`src/rtl/pp_bank_ctrl_if.sv`:
```
// Bundle between the ping-pong bank controller and its upstream, downstream and bank ports.
interface pp_bank_ctrl_if #(
    parameter int unsigned ADDR_WIDTH    = 8,
    parameter int unsigned TOTAL_MODULES = 4
);
    localparam int unsigned SLICE_W = $clog2(TOTAL_MODULES);

    logic                  in_valid;
    logic                  in_ready;
    logic                  rd_ready;
    logic                  bank0_ena;
    logic                  bank0_wea;
    logic [ADDR_WIDTH-1:0] bank0_addra;
    logic                  bank1_ena;
    logic                  bank1_wea;
    logic [ADDR_WIDTH-1:0] bank1_addra;
    logic [SLICE_W-1:0]    slicing_idx;
    logic                  out_valid;
    logic                  out_bank;
    logic                  out_last;
    logic [1:0]            bank_full;

    modport master (
        input  in_valid, rd_ready,
        output in_ready,
        output bank0_ena, bank0_wea, bank0_addra,
        output bank1_ena, bank1_wea, bank1_addra,
        output slicing_idx, out_valid, out_bank, out_last, bank_full
    );

    modport slave (
        output in_valid, rd_ready,
        input  in_ready,
        input  bank0_ena, bank0_wea, bank0_addra,
        input  bank1_ena, bank1_wea, bank1_addra,
        input  slicing_idx, out_valid, out_bank, out_last, bank_full
    );
endinterface

```
`src/rtl/pp_bank_ctrl.sv`:
```
// Two-bank ping-pong controller: one bank fills from upstream while the other
// is drained TOTAL_MODULES times (one pass per slice) by the array feeder.
module pp_bank_ctrl #(
    parameter int unsigned ADDR_WIDTH    = 8,
    parameter int unsigned TOTAL_DEPTH   = 12,
    parameter int unsigned TOTAL_MODULES = 4,
    parameter int unsigned RD_LATENCY    = 2
) (
    input  logic            clk,
    input  logic            rst_n,
    pp_bank_ctrl_if.master  bus
);
    localparam int unsigned SLICE_W = $clog2(TOTAL_MODULES);
    localparam logic [ADDR_WIDTH-1:0] ADDR_LAST  = ADDR_WIDTH'(TOTAL_DEPTH - 1);
    localparam logic [SLICE_W-1:0]    SLICE_LAST = SLICE_W'(TOTAL_MODULES - 1);

    typedef enum logic [1:0] {ST_EMPTY, ST_FILLING, ST_FULL, ST_DRAINING} bank_st_e;

    typedef struct packed {
        logic               valid;
        logic               bank;
        logic [SLICE_W-1:0] slice;
        logic               last;
    } rd_tag_t;

    bank_st_e              st_q [2];
    bank_st_e              st_d [2];
    logic                  wr_bank_q, wr_bank_d;
    logic                  rd_bank_q, rd_bank_d;
    logic [ADDR_WIDTH-1:0] wr_addr_q, wr_addr_d;
    logic [ADDR_WIDTH-1:0] rd_addr_q, rd_addr_d;
    logic [SLICE_W-1:0]    rd_slice_q, rd_slice_d;
    logic [1:0]            ena_q, ena_d;
    logic [1:0]            wea_q, wea_d;
    logic [ADDR_WIDTH-1:0] addr_q [2];
    logic [ADDR_WIDTH-1:0] addr_d [2];
    logic [1:0]            bank_full_q, bank_full_d;
    rd_tag_t               issue_tag;
    rd_tag_t               tag_q;
    rd_tag_t               pipe_q [RD_LATENCY];
    logic                  in_ready_c;
    logic                  rd_avail_c;
    logic                  wr_fire;
    logic                  rd_fire;
    logic                  rd_end;

    assign in_ready_c = (st_q[wr_bank_q] == ST_EMPTY) || (st_q[wr_bank_q] == ST_FILLING);
    assign rd_avail_c = (st_q[rd_bank_q] == ST_FULL)  || (st_q[rd_bank_q] == ST_DRAINING);
    assign wr_fire    = bus.in_valid & in_ready_c;
    assign rd_fire    = bus.rd_ready & rd_avail_c;
    assign rd_end     = (rd_addr_q == ADDR_LAST) && (rd_slice_q == SLICE_LAST);

    // Next-state: bank roles, counters and the bank port values for the next cycle
    always_comb begin
        st_d        = st_q;
        wr_bank_d   = wr_bank_q;
        rd_bank_d   = rd_bank_q;
        wr_addr_d   = wr_addr_q;
        rd_addr_d   = rd_addr_q;
        rd_slice_d  = rd_slice_q;
        ena_d       = '0;
        wea_d       = '0;
        addr_d      = addr_q;
        issue_tag   = '0;
        bank_full_d = '0;

        if (wr_fire) begin
            ena_d[wr_bank_q]  = 1'b1;
            wea_d[wr_bank_q]  = 1'b1;
            addr_d[wr_bank_q] = wr_addr_q;
            if (wr_addr_q == ADDR_LAST) begin
                wr_addr_d        = '0;
                st_d[wr_bank_q]  = ST_FULL;
                wr_bank_d        = ~wr_bank_q;
            end else begin
                wr_addr_d        = wr_addr_q + ADDR_WIDTH'(1);
                st_d[wr_bank_q]  = ST_FILLING;
            end
        end

        if (rd_fire) begin
            ena_d[rd_bank_q]  = 1'b1;
            addr_d[rd_bank_q] = rd_addr_q;
            issue_tag         = '{valid: 1'b1, bank: rd_bank_q, slice: rd_slice_q, last: rd_end};
            if (rd_end) begin
                st_d[rd_bank_q] = ST_EMPTY;
                rd_bank_d       = ~rd_bank_q;
                rd_addr_d       = '0;
                rd_slice_d      = '0;
            end else begin
                st_d[rd_bank_q] = ST_DRAINING;
                if (rd_addr_q == ADDR_LAST) begin
                    rd_addr_d  = '0;
                    rd_slice_d = rd_slice_q + SLICE_W'(1);
                end else begin
                    rd_addr_d  = rd_addr_q + ADDR_WIDTH'(1);
                end
            end
        end

        for (int b = 0; b < 2; b++) begin
            bank_full_d[b] = (st_d[b] == ST_FULL) || (st_d[b] == ST_DRAINING);
        end
    end

    // State register; read tags trail the bank port by RD_LATENCY cycles
    always_ff @(posedge clk or negedge rst_n) begin
        if (!rst_n) begin
            st_q[0]     <= ST_EMPTY;
            st_q[1]     <= ST_EMPTY;
            wr_bank_q   <= 1'b0;
            rd_bank_q   <= 1'b0;
            wr_addr_q   <= '0;
            rd_addr_q   <= '0;
            rd_slice_q  <= '0;
            ena_q       <= '0;
            wea_q       <= '0;
            addr_q[0]   <= '0;
            addr_q[1]   <= '0;
            bank_full_q <= '0;
            tag_q       <= '0;
            for (int i = 0; i < int'(RD_LATENCY); i++) pipe_q[i] <= '0;
        end else begin
            st_q        <= st_d;
            wr_bank_q   <= wr_bank_d;
            rd_bank_q   <= rd_bank_d;
            wr_addr_q   <= wr_addr_d;
            rd_addr_q   <= rd_addr_d;
            rd_slice_q  <= rd_slice_d;
            ena_q       <= ena_d;
            wea_q       <= wea_d;
            addr_q      <= addr_d;
            bank_full_q <= bank_full_d;
            tag_q       <= issue_tag;
            pipe_q[0]   <= tag_q;
            for (int i = 1; i < int'(RD_LATENCY); i++) pipe_q[i] <= pipe_q[i-1];
        end
    end

    assign bus.in_ready    = in_ready_c;
    assign bus.bank0_ena   = ena_q[0];
    assign bus.bank0_wea   = wea_q[0];
    assign bus.bank0_addra = addr_q[0];
    assign bus.bank1_ena   = ena_q[1];
    assign bus.bank1_wea   = wea_q[1];
    assign bus.bank1_addra = addr_q[1];
    assign bus.bank_full   = bank_full_q;
    assign bus.out_valid   = pipe_q[RD_LATENCY-1].valid;
    assign bus.out_bank    = pipe_q[RD_LATENCY-1].bank;
    assign bus.slicing_idx = pipe_q[RD_LATENCY-1].slice;
    assign bus.out_last    = pipe_q[RD_LATENCY-1].last;
endmodule
```
`src/flat_wrapper.sv`:
```
// flat-port wrapper written by rule: the top's interface ports become plain ports
module pp_bank_ctrl_flat 
#(
    parameter int unsigned ADDR_WIDTH    = 8,
    parameter int unsigned TOTAL_DEPTH   = 12,
    parameter int unsigned TOTAL_MODULES = 4,
    parameter int unsigned RD_LATENCY    = 2
)
  (clk, rst_n, bus_in_valid, bus_rd_ready, bus_in_ready, bus_bank0_ena, bus_bank0_wea, bus_bank0_addra, bus_bank1_ena, bus_bank1_wea, bus_bank1_addra, bus_slicing_idx, bus_out_valid, bus_out_bank, bus_out_last, bus_bank_full);
  pp_bank_ctrl_if #(.ADDR_WIDTH(ADDR_WIDTH), .TOTAL_MODULES(TOTAL_MODULES)) bus_i ();
  input  logic clk;
  input  logic rst_n;
  input wire logic [$bits(bus_i.in_valid)-1:0] bus_in_valid;
  input wire logic [$bits(bus_i.rd_ready)-1:0] bus_rd_ready;
  output wire logic [$bits(bus_i.in_ready)-1:0] bus_in_ready;
  output wire logic [$bits(bus_i.bank0_ena)-1:0] bus_bank0_ena;
  output wire logic [$bits(bus_i.bank0_wea)-1:0] bus_bank0_wea;
  output wire logic [$bits(bus_i.bank0_addra)-1:0] bus_bank0_addra;
  output wire logic [$bits(bus_i.bank1_ena)-1:0] bus_bank1_ena;
  output wire logic [$bits(bus_i.bank1_wea)-1:0] bus_bank1_wea;
  output wire logic [$bits(bus_i.bank1_addra)-1:0] bus_bank1_addra;
  output wire logic [$bits(bus_i.slicing_idx)-1:0] bus_slicing_idx;
  output wire logic [$bits(bus_i.out_valid)-1:0] bus_out_valid;
  output wire logic [$bits(bus_i.out_bank)-1:0] bus_out_bank;
  output wire logic [$bits(bus_i.out_last)-1:0] bus_out_last;
  output wire logic [$bits(bus_i.bank_full)-1:0] bus_bank_full;
  assign bus_i.in_valid = bus_in_valid;
  assign bus_i.rd_ready = bus_rd_ready;
  assign bus_in_ready = bus_i.in_ready;
  assign bus_bank0_ena = bus_i.bank0_ena;
  assign bus_bank0_wea = bus_i.bank0_wea;
  assign bus_bank0_addra = bus_i.bank0_addra;
  assign bus_bank1_ena = bus_i.bank1_ena;
  assign bus_bank1_wea = bus_i.bank1_wea;
  assign bus_bank1_addra = bus_i.bank1_addra;
  assign bus_slicing_idx = bus_i.slicing_idx;
  assign bus_out_valid = bus_i.out_valid;
  assign bus_out_bank = bus_i.out_bank;
  assign bus_out_last = bus_i.out_last;
  assign bus_bank_full = bus_i.bank_full;
  pp_bank_ctrl #(.ADDR_WIDTH(ADDR_WIDTH), .TOTAL_DEPTH(TOTAL_DEPTH), .TOTAL_MODULES(TOTAL_MODULES), .RD_LATENCY(RD_LATENCY)) u_core (.clk(clk), .rst_n(rst_n), .bus(bus_i));
endmodule
```
`config.mk`:
```
export PLATFORM = sky130hd
export DESIGN_NAME = pp_bank_ctrl_flat
export DESIGN_NICKNAME = d
export VERILOG_FILES = /design/src/rtl/pp_bank_ctrl_if.sv /design/src/rtl/pp_bank_ctrl.sv /design/src/flat_wrapper.sv
export SDC_FILE = /design/constraint.sdc
export NUM_CORES = 1
export LEC_CHECK = 0
export ABC_AREA = 1
export BUFFER_PORTS_ARGS = -buffer_cell sky130_fd_sc_hd__buf_4
export CORE_ASPECT_RATIO = 0.7
export CORE_MARGIN = 2
export CORE_UTILIZATION = 48
export CTS_CLUSTER_DIAMETER = 40
export DETAILED_ROUTE_END_ITERATION = 7
export PLACE_DENSITY = 0.7
export RECOVER_POWER = 50
export SYNTH_ARGS = -nofsm -noshare
export SYNTH_HDL_FRONTEND = slang
export SYNTH_SLANG_ARGS = --single-unit
export TNS_END_PERCENT = 30
```
`constraint.sdc`:
```
create_clock -name clk -period 1.4 [get_ports clk]
set_input_delay 0.14 -clock clk [delete_from_list [all_inputs] [get_ports clk]]
set_output_delay 0.14 -clock clk [all_outputs]
set_load 0.01 [all_outputs]
```
==> flow_summary.ini <==
[critical_path]
startpoint_type = register
regToRegSetupSlack_ns = 0.07
crit_path_max_fanout = 11
worst_r2r_startpoint = u_core.rd_bank_q
setup.worst_path.end_class = register
cp_data_required_time_ns = 1.63
r2r_end = u_core.bus.bank0_addra[5]
critical_path_arrival_ns = 1.55
worstSetupPathType = register to register
r2r_cells = 7

[place]
gpl.final_weighted_congestion = 0.8872
postPlaceCellArea_mm2 = 0.003073
dp_hpwl_mm = 4.380
portBuffers = 31

[cells_and_area]
multi_input_area_um2 = 964.7
fin_util = 0.6139
area_growth_pct = 22.72
final_nets = 364
n_antenna_cell = 0
fill_cells = 497
final_area_mm2 = 0.003244
layout-drive-gt1-share = 0.2576
sequential_standard_cell_area_mm2 = 0.001476

[hold_path]
timing.hold.worst.start = bus_rd_ready
min_path_type = primary input to register
hold_path_stages = 3
holdPathEnd = u_core.tag_q[4]

[routing]
vias_per_cell = 4.998
first_pass_iters = 4
detailroute.via_count = 2164
drt-total-wl_mm = 6.020
routed_wire_length_per_instance_um = 13.90
drt_iter0_markers = 167
post-route-drc-count = 0
route.antenna.remaining_nets = 0

[pwr]
powerDensity_mw_per_mm2 = 1793
static-leakage-power_uw = 0.001696
vdd_ir_drop_max_v = 0.001059

[clocking]
h-tree-depth = 3
cts_buffers = 9
cts.sinks = 59
cts.clk_slew.worst_paths_ns = 0.06
clock-root-buffer = sky130_fd_sc_hd__clkbuf_8
cts_tree = built
ctsLongestPathBuffers = 2
worst_skew_pair_later_pin_latency_ns = 0.34

[synth]
netlist_instances = 302
ys_types = 27
flip_flop_and_latch_count_after_synthesis = 59
synth_sequential_area_ratio = 0.5584
syn_area_per_cell_um2 = 8.754
yosys_warnings = 0
syn_area_mm2 = 0.002644
postSynthNetCount = 309

[grt]
grtUsageMet2 = 0.3266
met1_track_demand_over_resource_in_global_routing = 0.3184
gr-max-usage-layer = met2
total_global_routing_overflow = 0
grt_start_max_net_pins = 27
grt_pass1_vias = 2024
grtUsageMet3 = 0.06499
grt_first_pass_wirelength_mm = 10.05
track_usage = 0.2215
grt_antenna_before_repair = 0

[floorplan]
ioPinCount = 32
die-height_um = 66.10
die_area_mm2 = 0.006127
core_region_area_mm2 = 0.005285
width_of_the_die_um = 92.71
rows = 22
start_util = 0.5002

[sta]
slew_headroom = 0.5471
worst_clock_skew_ns = 0.007700
max_slew.worst_pin.slew_ns = 0.6794
layout_worst_path_cycle_share = 0.9482
hold_slack_ns = 0.1342
hold_viol_final = 0
setup_repair_after_global_routing_missed_its_margin = yes
report.final.slew_viol_count = 0
maxClockFrequency_mhz = 753.3
setup-violations-final = 0
finalCriticalPeriod_ns = 1.327

[run_status]
outcome = finished, final reports clean

[flow_run]
drv_cap = 0
repair_timing:
action	CTS	global route
setup buffers	0	3
gates resized for setup	0	2
hold endpoints to repair	22	0
hold buffers	1	0
setup endpoints to repair	0	13
cell usage after synthesis (all sizes together):
cell type,number,share of area
nor2,35,0.054
nand2,81,0.12
ha,3,0.014
buf,8,0.024
nand4,4,0.0095
clkinv,1,0.0014
o21ai,36,0.078
nand3,22,0.045
dfrtp,59,0.56
o22ai,5,0.012
a21oi,3,0.0071
xor2,4,0.013
nand3b,1,0.0028
clkbuf,1,0.0014
nor3,3,0.0057
inv,36,0.051
layout by cell type, fill, tap and decap left out, types with 4 or more instances in the layout:
cell / count
sky130_fd_sc_hd__xor2_1: 4
sky130_fd_sc_hd__inv_2: 9
sky130_fd_sc_hd__clkbuf_2: 4
sky130_fd_sc_hd__buf_4: 45
sky130_fd_sc_hd__nand2_2: 4
sky130_fd_sc_hd__dfrtp_1: 59
sky130_fd_sc_hd__o22ai_1: 5
sky130_fd_sc_hd__nand3_1: 20
sky130_fd_sc_hd__nand4_1: 4
sky130_fd_sc_hd__nand2_1: 76
sky130_fd_sc_hd__o21ai_2: 7
sky130_fd_sc_hd__inv_1: 26
sky130_fd_sc_hd__nor2_1: 31
sky130_fd_sc_hd__clkbuf_8: 10
sky130_fd_sc_hd__o21ai_1: 26
per-layer routing:
metal | share of wire | vias to the layer above | routed length [um]
li1 | - | 1068 | -
met1 | 0.48 | 1041 | 2915
met2 | 0.46 | 46 | 2745
met3 | 0.045 | 9 | 272
met4 | 0.014 | 0 | 86
met5 | 0 | - | 0
power breakdown:
part	internal [uW]	switching (uW)	leakage, uW	total, uW
clock	671	616	0.0000860	1290
combinational	869	1260	0.000846	2130
sequential	2100	302	0.000764	2400
total	3640	2180	0.00170	5820
worst max path at each step:
stage                        startpoint                   endpoint  slack (ns)  cells past startpoint
global route        u_core.rd_addr_q[1]       u_core.rd_slice_q[0]       -0.05                      8
CTS                    u_core.rd_bank_q        u_core.rd_addr_q[3]        0.02                      5
floorplan           u_core.rd_addr_q[0]           u_core.rd_bank_q        0.09                      8
finish                 u_core.rd_bank_q  u_core.bus.bank0_addra[5]        0.07                      7
global placement       u_core.rd_bank_q        u_core.rd_addr_q[5]        0.12                      6
detailed placement     u_core.rd_bank_q        u_core.rd_addr_q[3]        0.04                      5
layout make-up:
type,count,share of cell area
Inverter,37,0.04358
Tap cell,72,0.02777
Clock inverter,3,0.004628
Multi-Input combinational cell,197,0.2973
Clock buffer,12,0.04474
Timing Repair Buffer,53,0.1269
Sequential cell,59,0.4551
critical path: stages (launching register included):
cell and delay [ns]:
sky130_fd_sc_hd__dfrtp_1 0.43, sky130_fd_sc_hd__nand2_2 0.10, sky130_fd_sc_hd__nand2_1 0.08, sky130_fd_sc_hd__nor2_4 0.18, sky130_fd_sc_hd__nand2_4 0.13, sky130_fd_sc_hd__buf_12 0.17, sky130_fd_sc_hd__nand2_1 0.08, sky130_fd_sc_hd__o21ai_2 0.05
through the flow:
step | setup slack (ns) | std cells | TNS [ns] | power [uW]
4_1_cts | 0.01928 | 430 | 0 | 5808
5_1_grt | -0.04616 | 433 | -0.2060 | 6230
6_report | 0.07255 | 433 | 0 | 5818
2_1_floorplan | 0.08700 | 302 | 0 | 3653
3_3_place_gp | 0.1208 | 414 | 0 | 4455
3_5_place_dp | 0.04022 | 414 | 0 | 4507
logic make-up after synthesis:
kind of cell	share of synthesized area
flip-flops	0.5584
AND/OR/NAND/NOR	0.2395
AO/OA/AOI/OAI	0.09702
adder cells (fa/ha/maj)	0.01420
XOR/XNOR	0.01325
buffers and inverters	0.07761
flip-flops by register name, summed over array words and instances, names as in the netlist:
signal                  flops
u_core.bus.slicing_idx      2
u_core.wr_addr_q            8
u_core.wea_q                2
u_core.ena_q                2
u_core.st_q                 2
u_core.pipe_q               5
u_core.bus.bank1_addra      8
u_core.bus.out_valid        1
u_core.wr_bank_q            1
u_core.rd_bank_q            1
u_core.rd_addr_q            8
u_core.bus.out_last         1
u_core.rd_slice_q           2
u_core.bus.bank_full        2
u_core.bus.bank0_addra      8
u_core.tag_q                5
u_core.bus.out_bank         1
Power figures use the tool's default switching activity.
